`src/rtl/fix_pkg.sv`:
```
// Shared constants and state type for the FIX checksum trailer datapath.
// Used by the transmit sequencer and the binary-to-decimal digit converter.
package fix_pkg;

    localparam logic [7:0] ASCII_ZERO  = 8'h30;
    localparam logic [7:0] TAG_1       = 8'h31;
    localparam logic [7:0] TAG_0       = 8'h30;
    localparam logic [7:0] TAG_EQ      = 8'h3D;
    localparam logic [7:0] SOH_DEFAULT = 8'h01;

    localparam int TRAILER_LEN = 7;
    localparam logic [2:0] IDX_LAST = 3'(TRAILER_LEN - 1);

    typedef enum logic {
        BODY,
        TRAILER
    } state_e;

endpackage

```
`src/rtl/cks_bin2dec.sv`:
```
// Combinational 8-bit binary to three ASCII decimal digits.
// Ports: bin_i (0..255) -> hund_o, tens_o, units_o as ASCII '0'..'9'.
module cks_bin2dec
    import fix_pkg::*;
(
    input  logic [7:0] bin_i,
    output logic [7:0] hund_o,
    output logic [7:0] tens_o,
    output logic [7:0] units_o
);

    logic [1:0] hund;
    logic [7:0] rem;

    // Hundreds digit is at most 2, so two compares replace a divider.
    always_comb begin
        hund = 2'd0;
        rem  = bin_i;
        if (bin_i >= 8'd200) begin
            hund = 2'd2;
            rem  = bin_i - 8'd200;
        end else if (bin_i >= 8'd100) begin
            hund = 2'd1;
            rem  = bin_i - 8'd100;
        end
        hund_o  = ASCII_ZERO + {6'd0, hund};
        tens_o  = ASCII_ZERO + (rem / 8'd10);
        units_o = ASCII_ZERO + (rem % 8'd10);
    end

endmodule

```
`src/rtl/fix_trailer_ctrl.sv`:
```
// FIX transmit trailer sequencer: forwards body bytes, sums them mod 256,
// then appends "10=DDD<SOH>". Ports: s_* upstream body stream, m_* downstream
// stream, cks_o/cks_valid last checksum with update pulse, busy in trailer.
module fix_trailer_ctrl
    import fix_pkg::*;
#(
    parameter logic [7:0] SEED = 8'd0,
    parameter logic [7:0] SOH  = SOH_DEFAULT
) (
    input  logic       clk,
    input  logic       rst,
    input  logic       s_valid,
    input  logic [7:0] s_data,
    input  logic       s_last,
    output logic       s_ready,
    output logic       m_valid,
    output logic [7:0] m_data,
    output logic       m_last,
    input  logic       m_ready,
    output logic [7:0] cks_o,
    output logic       cks_valid,
    output logic       busy
);

    state_e     state_q;
    logic [7:0] acc_q;
    logic [7:0] sum_q;
    logic [7:0] cks_q;
    logic [2:0] idx_q;
    logic       cks_valid_q;

    logic [7:0] sum_d;
    logic       accept;
    logic [7:0] dig_h;
    logic [7:0] dig_t;
    logic [7:0] dig_u;
    logic [7:0] tr_byte;

    cks_bin2dec u_b2d (
        .bin_i   (sum_q),
        .hund_o  (dig_h),
        .tens_o  (dig_t),
        .units_o (dig_u)
    );

    always_comb begin
        tr_byte = SOH;
        unique case (idx_q)
            3'd0:    tr_byte = TAG_1;
            3'd1:    tr_byte = TAG_0;
            3'd2:    tr_byte = TAG_EQ;
            3'd3:    tr_byte = dig_h;
            3'd4:    tr_byte = dig_t;
            3'd5:    tr_byte = dig_u;
            default: tr_byte = SOH;
        endcase
    end

    // Handshake outputs are forced low while reset is held so nothing
    // downstream sees a byte from a half-reset block.
    always_comb begin
        s_ready = 1'b0;
        m_valid = 1'b0;
        m_data  = s_data;
        m_last  = 1'b0;
        busy    = 1'b0;
        if (!rst) begin
            unique case (state_q)
                BODY: begin
                    m_valid = s_valid;
                    s_ready = m_ready;
                end
                TRAILER: begin
                    m_valid = 1'b1;
                    busy    = 1'b1;
                    m_data  = tr_byte;
                    m_last  = (idx_q == IDX_LAST);
                end
                default: ;
            endcase
        end
    end

    assign accept = s_valid & s_ready;
    assign sum_d  = acc_q + s_data;

    always_ff @(posedge clk or posedge rst) begin
        if (rst) begin
            state_q     <= BODY;
            acc_q       <= SEED;
            sum_q       <= 8'd0;
            cks_q       <= 8'd0;
            idx_q       <= 3'd0;
            cks_valid_q <= 1'b0;
        end else begin
            cks_valid_q <= 1'b0;
            unique case (state_q)
                BODY: begin
                    if (accept) begin
                        if (s_last) begin
                            sum_q       <= sum_d;
                            cks_q       <= sum_d;
                            cks_valid_q <= 1'b1;
                            acc_q       <= SEED;
                            idx_q       <= 3'd0;
                            state_q     <= TRAILER;
                        end else begin
                            acc_q <= sum_d;
                        end
                    end
                end
                TRAILER: begin
                    if (m_ready) begin
                        if (idx_q == IDX_LAST) begin
                            idx_q   <= 3'd0;
                            state_q <= BODY;
                        end else begin
                            idx_q <= idx_q + 3'd1;
                        end
                    end
                end
                default: state_q <= BODY;
            endcase
        end
    end

    assign cks_o     = cks_q;
    assign cks_valid = cks_valid_q;

endmodule

```
`config.mk`:
```
export PLATFORM = sky130hd
export DESIGN_NAME = fix_trailer_ctrl
export DESIGN_NICKNAME = d
export VERILOG_FILES = /design/src/rtl/fix_pkg.sv /design/src/rtl/cks_bin2dec.sv /design/src/rtl/fix_trailer_ctrl.sv
export SDC_FILE = /design/constraint.sdc
export NUM_CORES = 1
export LEC_CHECK = 0
export BUFFER_PORTS_ARGS = -buffer_cell sky130_fd_sc_hd__buf_4
export CAP_MARGIN = 20
export CORE_MARGIN = 2
export CORE_UTILIZATION = 53
export CTS_CLUSTER_DIAMETER = 40
export DETAILED_ROUTE_END_ITERATION = 10
export PLACE_DENSITY = 0.84
export SYNTH_ARGS = -nofsm -noshare
export SYNTH_HDL_FRONTEND = slang
export SYNTH_SLANG_ARGS = --single-unit
```
`constraint.sdc`:
```
create_clock -name clk -period 5.1 [get_ports clk]
set_input_delay 0.51 -clock clk [delete_from_list [all_inputs] [get_ports clk]]
set_output_delay 0.51 -clock clk [all_outputs]
set_load 0.01 [all_outputs]
```
==> impl_results.md <==
- Outcome: finished, final reports clean
- Setup repair after global routing missed its margin: true
- Post-synth top flop: sky130_fd_sc_hd__dfrtp_1
- Total number of H-tree levels: 1
- Most frequent cell after synthesis: sky130_fd_sc_hd__nand2_1
- Drt via density: 6.35
- Layout-stage area growth over the synthesis result: 32.5%
- Req. time, crit path: 4.59 ns
- Final min period: 5.09 ns
- Final Setup Violations: 0
- Slew Limit Headroom: 0.446
- Dpl cells: 392
- First-pass GRT wire length: 10600 um
- Area fraction of the dominant cell type after synthesis: 0.223
- Maximum number of pins on one net before global-route repair: 23
- CTS Sinks: 21
- Die width: 70.6 um
- Async SR Flop Fraction: 1.00
- Synth area leaders: sky130_fd_sc_hd__dfrtp_1 22%, sky130_fd_sc_hd__ha_1 8.0%, sky130_fd_sc_hd__nand2_1 6.5%
- Insertion delay to the later sink of the worst-skew pair: 0.26 ns
- Sequential-to-total area share from yosys stat: 0.223
- Kind of critical path: flip-flop to output port
- Share of the core filled with cells: 0.721
- TritonCTS Buffers: 3
- Grt met3 use: 0.0214
- Layout cell share with drive strength beyond 1: 0.347
- Number of DRC violations after detailed-routing iteration 0: 209
- Die Area: 0.00499 mm^2
- Wire length per cell: 17.6 um
- Total count of max-transition violations in the final report: 0
- Diodes inserted: 0
- Critical-path top delay cell: sky130_fd_sc_hd__a311o_2
- Least-Margin Pin Slew: 0.831 ns
- Worst clock skew on the final layout: 0.00627 ns
- Ports placed on the boundary: 34
- Number of vias after detailed routing: 2579
- Drc violations: 0
- Syn. warnings: 0
- Final wirelength: 7130 um
- Maximum fanout along the worst path: 6
- Sum of buffers and inverters on the critical path: 5
- Post-synth EDFFs: 0
- RePlAce Congestion: 0.964
- Synth Cell Area: 0.00235 mm^2
- Yosys top cell by area: sky130_fd_sc_hd__dfrtp_1
- Number of port buffers: 33
- Met2 routing resource usage after global routing: 0.447
- Crit path capture type: output port
- Top Usage Layer GRT: met2
- Total routing usage reported by global routing: 0.255
- Core ar.: 0.00432 mm^2
- Clock-pin slew on the worst setup and hold paths: 0.08 ns
- Synth Register Bits: 21
- Capture point of the worst reg-to-reg path: cks_o[7]$_DFFE_PP0P_
- CTS tree: yes
- Reg-to-reg setup timing slack: 2.82 ns
- Final HPWL from detailed placement: 4820 um
- Startpoint of the lowest-slack register-to-register path: acc_q[1]$_DFFE_PP0P_
- Final layout net count: 384
- Clock root buffer: sky130_fd_sc_hd__clkbuf_8
- Final Hold Viols: 0
- Cell-by-cell listing of the critical path: inv_2 -> ha_1 -> or3b_4 -> buf_4 -> a21oi_2 -> a31oi_4 -> xor2_2 -> inv_2 -> ha_4 -> nor3_4 -> a311o_2 -> a21oi_1 -> a32oi_4 -> a211oi_1 -> a211oi_2 -> o22ai_2 -> inv_1 -> ha_2 -> o21ai_2 -> a21oi_2 -> a21oi_1 -> buf_4
- Maximum cell stage delay along the critical path: 0.45 ns
- Part of the cycle the worst path needs: 0.998
- Kind of start point of the critical path: flip-flop
- Maximum operating frequency: 0.196 GHz
- First drt pass iteration count: 5
- Met1 Use GR: 0.340
- Core Rows: 24
- Commonest cells in the netlist: 41 x sky130_fd_sc_hd__nand2_1, 25 x sky130_fd_sc_hd__o21ai_0, 21 x sky130_fd_sc_hd__dfrtp_1, 20 x sky130_fd_sc_hd__inv_1, 19 x sky130_fd_sc_hd__nor2_1
- Yosys cell types: 72
- Effective utilization at floorplan: 0.544
- CP Data Arrival Time: 4.58 ns
- Cell count after synthesis: 304
- Kind of cell with the highest combined delay on the critical path: compound AO/OA/AOI/OAI gates
- Number of global-route vias before repair: 2299
- Mapped Avg Cell Area: 7.74 um^2
- Die Height: 70.6 um
- Worst hold-check path type: input port to asynchronous set/reset pin
- Fin cells: 406
- Count of max-cap constraint violations: 0
- Depth of the worst register-to-register path: 9
- Net Count, Synth: 333
- Count of antenna-violating nets left after detailed routing: 0
- Final global-route overflow total: 0
- Bufs on Longest Clock Path: 2
- Number of antenna violations at the first check in global routing: 0
## metrics by stage
step | cell area (um^2) | setup WS (ns) | TNS [ns] | hold WS, ns
floorplan | 2350 | 0.0378 | 0 | 0.453
global placement | 2720 | 0.0667 | 0 | 0.471
detailed placement | 2720 | -0.0259 | -0.0417 | 0.475
CTS | 2860 | 0.00969 | 0 | 0.449
global route | 3120 | -0.205 | -0.816 | 0.471
finish | 3120 | 0.00945 | 0 | 0.427
## worst max path at each step
stage	endpoint	startpoint	slack, ns	cells past startpoint
3_3_place_gp	m_data[5]	cks_o[2]$_DFFE_PP0P_	0.07	22
2_1_floorplan	m_data[6]	cks_o[2]$_DFFE_PP0P_	0.04	23
3_5_place_dp	m_data[5]	cks_o[2]$_DFFE_PP0P_	-0.03	22
5_1_grt	m_data[6]	cks_o[2]$_DFFE_PP0P_	-0.21	23
4_1_cts	m_data[5]	cks_o[2]$_DFFE_PP0P_	0.01	22
6_report	m_data[5]	cks_o[2]$_DFFE_PP0P_	0.009	22
## state kept, by name (all words and copies together) (netlist names)
name	count
cks_valid	1
cks_o	8
state_q	1
acc_q	8
idx_q	3
## layout make-up
cell class                 count  area, um^2
multi-input combinational    249        1960
clock buffer                   4        45.0
inverter                      21        81.3
sequential                    21         526
fill                         324        1200
timing repair buffer          59         447
tap                           52        65.1
## cell families (layout without fill, tap and decap cells)
group,Yosys count,in the layout,synth area share
simple gates,110,110,0.234
compound gates,107,107,0.325
buf+inv,34,84,0.0633
flops,21,21,0.223
fa+ha+maj,16,16,0.0883
xor+xnor,11,11,0.0409
mux,5,5,0.0250
## layout by cell type, fill, tap and decap left out, types with 4 or more instances in the layout
| cell type | netlist | final |
|---|---|---|
| sky130_fd_sc_hd__nor2_1 | 19 | 16 |
| sky130_fd_sc_hd__nor3_1 | 8 | 6 |
| sky130_fd_sc_hd__o21ai_0 | 25 | 21 |
| sky130_fd_sc_hd__a211oi_1 | 6 | 5 |
| sky130_fd_sc_hd__a22o_1 | 4 | 4 |
| sky130_fd_sc_hd__o211ai_1 | 5 | 5 |
| sky130_fd_sc_hd__buf_4 | 0 | 58 |
| sky130_fd_sc_hd__nand3_1 | 10 | 9 |
| sky130_fd_sc_hd__nand2_1 | 41 | 40 |
| sky130_fd_sc_hd__xnor2_1 | 9 | 9 |
| sky130_fd_sc_hd__dfrtp_1 | 21 | 21 |
| sky130_fd_sc_hd__inv_1 | 20 | 16 |
| sky130_fd_sc_hd__nand4_1 | 4 | 4 |
| sky130_fd_sc_hd__a21oi_1 | 17 | 14 |
| sky130_fd_sc_hd__ha_1 | 15 | 12 |
## routing by layer
metal	wire, um	part of all wire
met5	0	0
met1	3040	0.43
met2	3520	0.49
met4	209	0.029
met3	359	0.050
## repair_timing
item                       CTS  global route
pin swaps                    3            25
gates cloned                 0             0
setup endpoints to repair    7             7
setup buffers                2             8
gates resized for setup     19            42
hold buffers                 0             0
Power is left out: the tool's default activity adds up to more than one toggle a clock period on the data nets, which glitch-free logic cannot reach.
